--- src/rtl/calc_seq_core.sv ---
// calc_seq_core: key-stepped calculator with chunked operand entry, a
// multi-cycle shift-add multiplier and a restoring divider/modulo unit.
module calc_seq_core #(
  parameter int IW     = 9,
  parameter int NCHUNK = 2,
  parameter bit CHAIN  = 1'b0
) (
  input  logic                   CLOCK_50,
  input  logic                   key1,
  input  logic                   key0,
  input  logic [IW-1:0]          SW,
  output logic [IW*NCHUNK-1:0]   disp_val,
  output logic                   err,
  output logic                   busy,
  output logic [2:0]             phase
);
  localparam int W  = IW * NCHUNK;
  localparam int CW = (NCHUNK > 1) ? $clog2(NCHUNK) : 1;
  localparam int NW = $clog2(W + 1);

  localparam logic [2:0] OP_ADD = 3'd0;
  localparam logic [2:0] OP_SUB = 3'd1;
  localparam logic [2:0] OP_MUL = 3'd2;
  localparam logic [2:0] OP_DIV = 3'd3;
  localparam logic [2:0] OP_MOD = 3'd4;

  typedef enum logic [2:0] {
    S_ENTER_A  = 3'd0,
    S_ENTER_OP = 3'd1,
    S_ENTER_B  = 3'd2,
    S_EXEC     = 3'd3,
    S_SHOW     = 3'd4
  } state_t;

  state_t            state_q, state_d;
  logic [2:0]        sync_q, sync_d;
  logic              step;
  logic [CW-1:0]     idx_q, idx_d;
  logic              last_chunk;
  logic [W-1:0]      opa_q, opa_d;
  logic [W-1:0]      opb_q, opb_d;
  logic [2:0]        op_q, op_d;
  logic [W-1:0]      res_q, res_d;
  logic              err_q, err_d;
  logic [W-1:0]      disp_q, disp_d;
  logic [NW-1:0]     cnt_q, cnt_d;
  logic [2*W-1:0]    acc_q, acc_d;
  logic [2*W-1:0]    mc_q, mc_d;
  logic [W-1:0]      sh_q, sh_d;
  logic              iter_op;
  logic              exec_done;
  logic [W:0]        sum_w;
  logic [W:0]        rem_sh;
  logic [W:0]        diff;

  // Write switch chunk idx into an operand; chunk 0 (MS) also clears the rest.
  function automatic logic [W-1:0] put_chunk(input logic [W-1:0] cur,
                                             input logic [CW-1:0] idx,
                                             input logic [IW-1:0] sw);
    logic [W-1:0] v;
    v = (idx == '0) ? '0 : cur;
    for (int k = 0; k < NCHUNK; k++) begin
      if (idx == CW'(k)) v[W-1-k*IW -: IW] = sw;
    end
    return v;
  endfunction

  // Step pulse: two-flop synchroniser plus a previous-value flop for edge detect.
  always_comb begin
    sync_d = {sync_q[1:0], key0};
  end

  assign step       = sync_q[1] & ~sync_q[2];
  assign last_chunk = (idx_q == CW'(NCHUNK - 1));
  assign iter_op    = (op_q == OP_MUL) || (op_q == OP_DIV) || (op_q == OP_MOD);
  assign exec_done  = (state_q == S_EXEC) && (!iter_op || (cnt_q == NW'(W)));
  assign sum_w      = {1'b0, opa_q} + {1'b0, opb_q};
  // Restoring divider: partial remainder lives in acc_q[W-1:0], dividend/quotient in sh_q.
  assign rem_sh     = {acc_q[W-1:0], sh_q[W-1]};
  assign diff       = rem_sh - {1'b0, opb_q};

  // State and synchroniser registers; key1 low aborts everything immediately.
  always_ff @(posedge CLOCK_50 or negedge key1) begin
    if (!key1) begin
      state_q <= S_ENTER_A;
      sync_q  <= '0;
    end else begin
      state_q <= state_d;
      sync_q  <= sync_d;
    end
  end

  // Next-state: steps advance entry states, EXEC ends on its own, steps in EXEC are dropped.
  always_comb begin
    state_d = state_q;
    case (state_q)
      S_ENTER_A:  if (step && last_chunk) state_d = S_ENTER_OP;
      S_ENTER_OP: if (step) state_d = S_ENTER_B;
      S_ENTER_B:  if (step && last_chunk) state_d = S_EXEC;
      S_EXEC:     if (exec_done) state_d = S_SHOW;
      S_SHOW:     if (step) state_d = CHAIN ? S_ENTER_OP : S_ENTER_A;
      default:    state_d = S_ENTER_A;
    endcase
  end

  // Outputs are straight from registered state, no combinational paths from inputs.
  always_comb begin
    phase    = state_q;
    busy     = (state_q == S_EXEC);
    disp_val = disp_q;
    err      = err_q;
  end

  // Datapath registers; cleared by reset so an aborted operation leaves nothing behind.
  always_ff @(posedge CLOCK_50 or negedge key1) begin
    if (!key1) begin
      idx_q  <= '0;
      opa_q  <= '0;
      opb_q  <= '0;
      op_q   <= '0;
      res_q  <= '0;
      err_q  <= 1'b0;
      disp_q <= '0;
      cnt_q  <= '0;
      acc_q  <= '0;
      mc_q   <= '0;
      sh_q   <= '0;
    end else begin
      idx_q  <= idx_d;
      opa_q  <= opa_d;
      opb_q  <= opb_d;
      op_q   <= op_d;
      res_q  <= res_d;
      err_q  <= err_d;
      disp_q <= disp_d;
      cnt_q  <= cnt_d;
      acc_q  <= acc_d;
      mc_q   <= mc_d;
      sh_q   <= sh_d;
    end
  end

  // Datapath next values: operand entry, iterative mul/div, result capture.
  always_comb begin
    idx_d  = idx_q;
    opa_d  = opa_q;
    opb_d  = opb_q;
    op_d   = op_q;
    res_d  = res_q;
    err_d  = err_q;
    disp_d = disp_q;
    cnt_d  = cnt_q;
    acc_d  = acc_q;
    mc_d   = mc_q;
    sh_d   = sh_q;
    case (state_q)
      S_ENTER_A: begin
        if (step) begin
          opa_d  = put_chunk(opa_q, idx_q, SW);
          disp_d = opa_d;
          idx_d  = last_chunk ? '0 : idx_q + 1'b1;
        end
      end
      S_ENTER_OP: begin
        if (step) begin
          op_d   = SW[2:0];
          disp_d = {{(W-3){1'b0}}, SW[2:0]};
        end
      end
      S_ENTER_B: begin
        if (step) begin
          opb_d  = put_chunk(opb_q, idx_q, SW);
          disp_d = opb_d;
          idx_d  = last_chunk ? '0 : idx_q + 1'b1;
          if (last_chunk) begin
            // Preload the iterative unit: multiplier shifts B, divider shifts A.
            cnt_d = '0;
            acc_d = '0;
            mc_d  = {{W{1'b0}}, opa_q};
            sh_d  = (op_q == OP_MUL) ? opb_d : opa_q;
          end
        end
      end
      S_EXEC: begin
        case (op_q)
          OP_ADD: begin
            res_d = sum_w[W-1:0];
            err_d = sum_w[W];
          end
          OP_SUB: begin
            res_d = opa_q - opb_q;
            err_d = (opa_q < opb_q);
          end
          OP_MUL, OP_DIV, OP_MOD: begin
            if (cnt_q != NW'(W)) begin
              cnt_d = cnt_q + 1'b1;
              if (op_q == OP_MUL) begin
                if (sh_q[0]) acc_d = acc_q + mc_q;
                mc_d = mc_q << 1;
                sh_d = sh_q >> 1;
              end else begin
                // A negative trial difference means restore (keep the shifted remainder).
                sh_d  = {sh_q[W-2:0], ~diff[W]};
                acc_d = {{W{1'b0}}, (diff[W] ? rem_sh[W-1:0] : diff[W-1:0])};
              end
            end else begin
              // Finalise cycle; divide by zero falls out naturally as all-ones / A.
              if (op_q == OP_MUL) begin
                res_d = acc_q[W-1:0];
                err_d = |acc_q[2*W-1:W];
              end else if (op_q == OP_DIV) begin
                res_d = sh_q;
                err_d = (opb_q == '0);
              end else begin
                res_d = acc_q[W-1:0];
                err_d = (opb_q == '0);
              end
            end
          end
          default: begin
            res_d = '1;
            err_d = 1'b1;
          end
        endcase
        if (exec_done) disp_d = res_d;
      end
      S_SHOW: begin
        if (step) begin
          err_d = 1'b0;
          idx_d = '0;
          if (CHAIN) begin
            opa_d  = res_q;
            disp_d = res_q;
          end else begin
            disp_d = '0;
          end
        end
      end
      default: ;
    endcase
  end

endmodule

--- config.mk ---
export PLATFORM = sky130hd
export DESIGN_NAME = calc_seq_core
export DESIGN_NICKNAME = d
export VERILOG_FILES = /design/src/rtl/calc_seq_core.sv
export SDC_FILE = /design/constraint.sdc
export NUM_CORES = 1
export LEC_CHECK = 0
export ABC_AREA = 0
export CORE_MARGIN = 5
export CORE_UTILIZATION = 65
export CTS_CLUSTER_SIZE = 25
export DETAILED_ROUTE_END_ITERATION = 10
export HOLD_SLACK_MARGIN = 0.1
export PLACE_DENSITY = 0.94
export RECOVER_POWER = 50
export SLEW_MARGIN = 20
export SYNTH_ARGS = -nofsm -noshare
export SYNTH_HDL_FRONTEND = slang
export SYNTH_SLANG_ARGS = --single-unit
export TNS_END_PERCENT = 100
--- constraint.sdc ---
create_clock -name CLOCK_50 -period 7.7 [get_ports CLOCK_50]
set_input_delay 1.155 -clock CLOCK_50 [delete_from_list [all_inputs] [get_ports CLOCK_50]]
set_output_delay 1.155 -clock CLOCK_50 [all_outputs]
set_load 0.005 [all_outputs]
# After elaboration in Yosys (flattened, before gate mapping)
# Cells that the tools add are included.
# word_totals
register_bits	178
inputBits	12
out_inout_bits	23
# classes
n_addsub	6
order_cmp	1
eq_ne	24
muxes	56
bitwise	3
n_reduce_logical	26
# ops
op	count
2-to-1 mux 36 bit	11
2-to-1 mux 18 bit	17
case mux 36 bit (2 select lines)	2
case mux 18 bit (5 select lines)	1
case mux 18 bit (3 select lines)	1
adder 36 bit	1
2-to-1 mux 9 bit	4
case mux 18 bit (2 select lines)	1
2-to-1 mux 5 bit	4
adder 18 x 18 -> 19 bit	1
subtractor 19 x 18 -> 19 bit	1
zero test 18 bit	1
less-than comparator 18 bit	1
AND reduction 6 bit	3
OR reduction 18 bit	1
subtractor 18 bit	1
2-to-1 mux 3 bit	5
case mux 3 bit (5 select lines)	1
inequality test 2 bit (second input constant)	7
equality test 3 x 2 -> 1 bit (second input constant)	4
inequality test 2 x 1 -> 1 bit (second input constant)	5
case mux 5 bit (2 select lines)	1
AND reduction 5 bit	2
equality test 3 x 1 -> 1 bit (second input constant)	2
other kinds (21)	38

# Depth between registers and ports, before layout
# logic_depth
depth_word	8
ltp_mapped	14
mapped_depth_nobuf	13

# Least setup slack after synthesis
# Ideal clock, no wire load.
# synth_timing
path_kind	register to register
start	register sh_q[17]
end	register acc_q[0]
setup_ns	0.083
t_arrival_ns	3.006
required_time_ns	7.617
slack_ns	4.611
path_stages_with_launch	15
path_buffers	1
synth_period_minus_slack_ns	3.089
path_cell_list	dfrtp_1 > inv_1 > ha_1 > inv_1 > fa_1 > a21o_1 > a21o_1 > a21oi_1 > o21ai_1 > a31o_2 > a211o_1 > nand4_1 > buf_2 > mux2_2 > o21ai_0
# synth_via
elab_chain_cells	6
# synth_lines
item	line	text
from (decl)	49	logic [W-1:0] sh_q, sh_d;
from (signal assigned)	127	sh_q <= '0;
from (signal assigned)	139	sh_q <= sh_d;
subtractor 19 x 18 -> 19 bit	80	assign diff = rem_sh - {1'b0, opb_q};
2-to-1 mux 18 bit (*)	204	acc_d = {{W{1'b0}}, (diff[W] ? rem_sh[W-1:0] : diff[W-1:0])};
2-to-1 mux 36 bit (*)	197	if (op_q == OP_MUL) begin
2-to-1 mux 36 bit (*)	195	if (cnt_q != NW'(W)) begin
2-to-1 mux 36 bit (*)	185	case (op_q)
case mux 36 bit (2 select lines) (*)	156	case (state_q)
to (signal assigned)	125	acc_q <= '0;
to (signal assigned)	137	acc_q <= acc_d;
to (decl)	47	logic [2*W-1:0] acc_q, acc_d;
# Every way passes the cells marked *; elsewhere a longest branch is shown, timed or not. The select of a mux whose other input is x is not followed.
# A chain may end at the register's enable or synchronous reset.

# Final worst setup path
# layout_timing
start	register state_q[2] (netlist: phase[2])
end	output port busy
# layout_via
elab_chain_cells	1
# layout_lines
item	line	text
from (decl)	35	state_t state_q, state_d;
from (signal assigned)	88	state_q <= state_d;
equality test 3 x 2 -> 1 bit	109	busy = (state_q == S_EXEC);
to (decl)	14	output logic busy,
# Every way passes these cells.

==> qor.txt <==
Status: complete, but fails checks
Failing checks: capacitance limit, slew limit
Number of global-route vias before repair: 12,671
TritonCTS Buffers: 17
Most Frequent Cell on Critical Path: buf_4
Final Max Slew Viols: 29
Post-layout nets: 1,715
GR Layer Usage met1: 0.481
Total wire length: 44,100 um
Slew margin rel.: -0.172
Crit-path slowest cell: clkdlybuf4s50_1
Initial DRC Count: 1,907
Die width: 153 um
GP Congestion: 1.00
Worst-path fanout max: 60
Maximum vdd drop: 0.306 mV
Synth top area cells: dfrtp_1 34%, ha_1 8.6%, nand2_1 7.4%
Worst Setup Start Kind: flop
Gr busiest metal: met2
Most common library cells after synthesis: 261 x nand2_1, 178 x dfrtp_1, 156 x o21ai_0
Final setup TNS: 0 ns
Yosys top cell by area: dfrtp_1
Most used DFF post-synth: dfrtp_1
PostCTS Resize Cnt: 0
Drt wl/cell: 23.3 um
Routing usage on met2: 0.584
FMAX: 234 MHz
Gr usage total: 0.373
Critical Path End Type: primary output
Yosys warning total: 0
Placed wire-length estimate: 31,600 um
I/O pins: 35
Post-DRT Antenna Nets: 0
Ys async rst share: 1.00
Sequential share of the synthesized area: 0.337
Port bufs: 34
Setup bufs post-CTS: 0
Layout cells sized above 1: 0.0500
Hold Path Class: flop to flop
Core Area: 20,100 um^2
Synth top area share: 0.337
WHS: 0.353 ns
Most common cell in the synthesized netlist: nand2_1
Leakage Power: 6.37 nW
Final setup vio count: 0
Synth Cell Area: 13,200 um^2
Vias: 13,308
Largest net degree at the start of global routing: 99
Initial Utilization: 0.657
Clk_lat worst skew: 0.45 ns
FP Rows: 52
Worst EP arrival: 3.12 ns
Clk sinks: 178
Layout Area Growth over Synthesis: 7.94%
Clk buf depth: 2
Netlist cell types: 76
Die ar.: 23,300 um^2
Global-route wire length before repair: 70,000 um
Avg Synthesized Cell Area: 8.13 um^2
CP Cell Sequence: nor2_1 > nand2_2 > buf_4 > clkinv_1 > buf_4 > clkdlybuf4s50_1
Endpoints failing hold: 0
Met3 Use GR: 0.0951
Initial antenna violation count: 2
Synth Net Count: 1,733
Crit path kind: flop to primary output
Reg2Reg Setup Slack: 3.48 ns
Actual slew at the worst max-slew pin: 1.76 ns
Number of diodes: 0
TritonCTS clock tree: done
Hold_buf cts: 0
H-tree depth: 4
Synth Instances: 1,626
Die Span Y: 153 um
Worst EP required: 6.55 ns
Tmin final: 4.28 ns
Tcrit/Tclk final: 0.555
Pre-Repair DR Iteration Count: 7
Worst stage delay on the critical path: 0.67 ns
FF+latch count, synth: 178
Clk pin slew, worst setup/hold paths: 0.07 ns
GRT overflow: 0
Root Driver: clkbuf_16
RSZ-0062 raised after global routing: false
Drc violations: 0
PwrDens: 430 nW/um^2
Max-Cap Viols: 1
Clk_skew: 0.0107 ns
Post-synth EDFFs: 0
Vias per Instance: 7.04
## area by class of cell
type	instances	area [um^2]
clock buffer	20	457
clock inverter	12	106
fill	1533	5840
inverter	59	221
multi-input combinational	1303	8230
sequential	178	4450
tap	270	338
timing repair buffer	49	458
## logic make-up after synthesis
kind of cell | Yosys count | share of synthesized area
flip-flops | 178 | 0.337
AND/OR/NAND/NOR | 563 | 0.188
XOR/XNOR | 55 | 0.0365
multiplexers | 48 | 0.0376
buffers and inverters | 145 | 0.0417
adder cells (fa/ha/maj) | 95 | 0.0922
AO/OA/AOI/OAI | 542 | 0.267
## report_power, final
part	total [mW]	switching (mW)	internal, mW
Clock	0.860	0.422	0.438
Sequential	1.72	0.479	1.24
Combinational	3.55	2.24	1.32
Total	6.13	3.14	2.99
## through the flow
step	power, mW	std cells	cell area (um^2)	util	setup WS [ns]
6_report	6.13	1891	14300	0.709	3.42
5_1_grt	6.47	1891	14300	0.709	3.28
4_1_cts	5.96	1891	14300	0.709	3.38
3_5_place_dp	5.07	1859	13700	0.681	3.40
3_3_place_gp	5.00	1859	13700	0.681	3.64
2_1_floorplan	3.95	1626	13200	-	4.61
## state kept, by name, summed over array words and instances, names as in the netlist
register / cells
err: 1
sh_q: 18
acc_q: 36
opa_q: 18
res_q: 18
mc_q: 36
cnt_q: 5
phase: 3
op_q: 3
sync_q: 3
disp_val: 18
idx_q: 1
opb_q: 18
## routing by layer
metal / part of all wire / wire length, um
met4: 0.063 / 2770
met1: 0.38 / 16600
met3: 0.12 / 5080
met2: 0.45 / 19600
met5: 0.00052 / 23
## path summary, 6_finish.rpt
path                              to  cells past startpoint       from
max in group asynchronous    sh_q[5]                      2       key1
max reg2reg                 acc_q[6]                      7    op_q[0]
min in group asynchronous   acc_q[4]                      1       key1
max                             busy                      6   phase[2]
min reg2reg                sync_q[1]                      0  sync_q[0]
min                        sync_q[1]                      0  sync_q[0]
## cell usage in the layout (no fill, tap or decap), types with 24 or more instances in the layout
cell / synthesis / final
mux2i_1: 35 / 35
inv_1: 59 / 58
dfrtp_1: 178 / 178
nand2_1: 261 / 259
ha_1: 91 / 91
clkdlybuf4s50_1: 0 / 29
nor3_1: 25 / 24
o21ai_0: 156 / 156
a31oi_1: 34 / 34
nor2b_1: 25 / 25
xnor2_1: 27 / 27
a21o_1: 39 / 39
nor2_1: 148 / 146
xor2_1: 28 / 28
a21oi_1: 116 / 116
a22o_1: 24 / 24
## worst max-delay path, delay by kind of cell (launching register included)
| family | cells | cell delay (ns) |
|---|---|---|
| buffers and inverters | 4 | 1.68 |
| DFF | 1 | 0.54 |
| and+or+nand+nor | 2 | 0.41 |
Power figures use the tool's default switching activity.
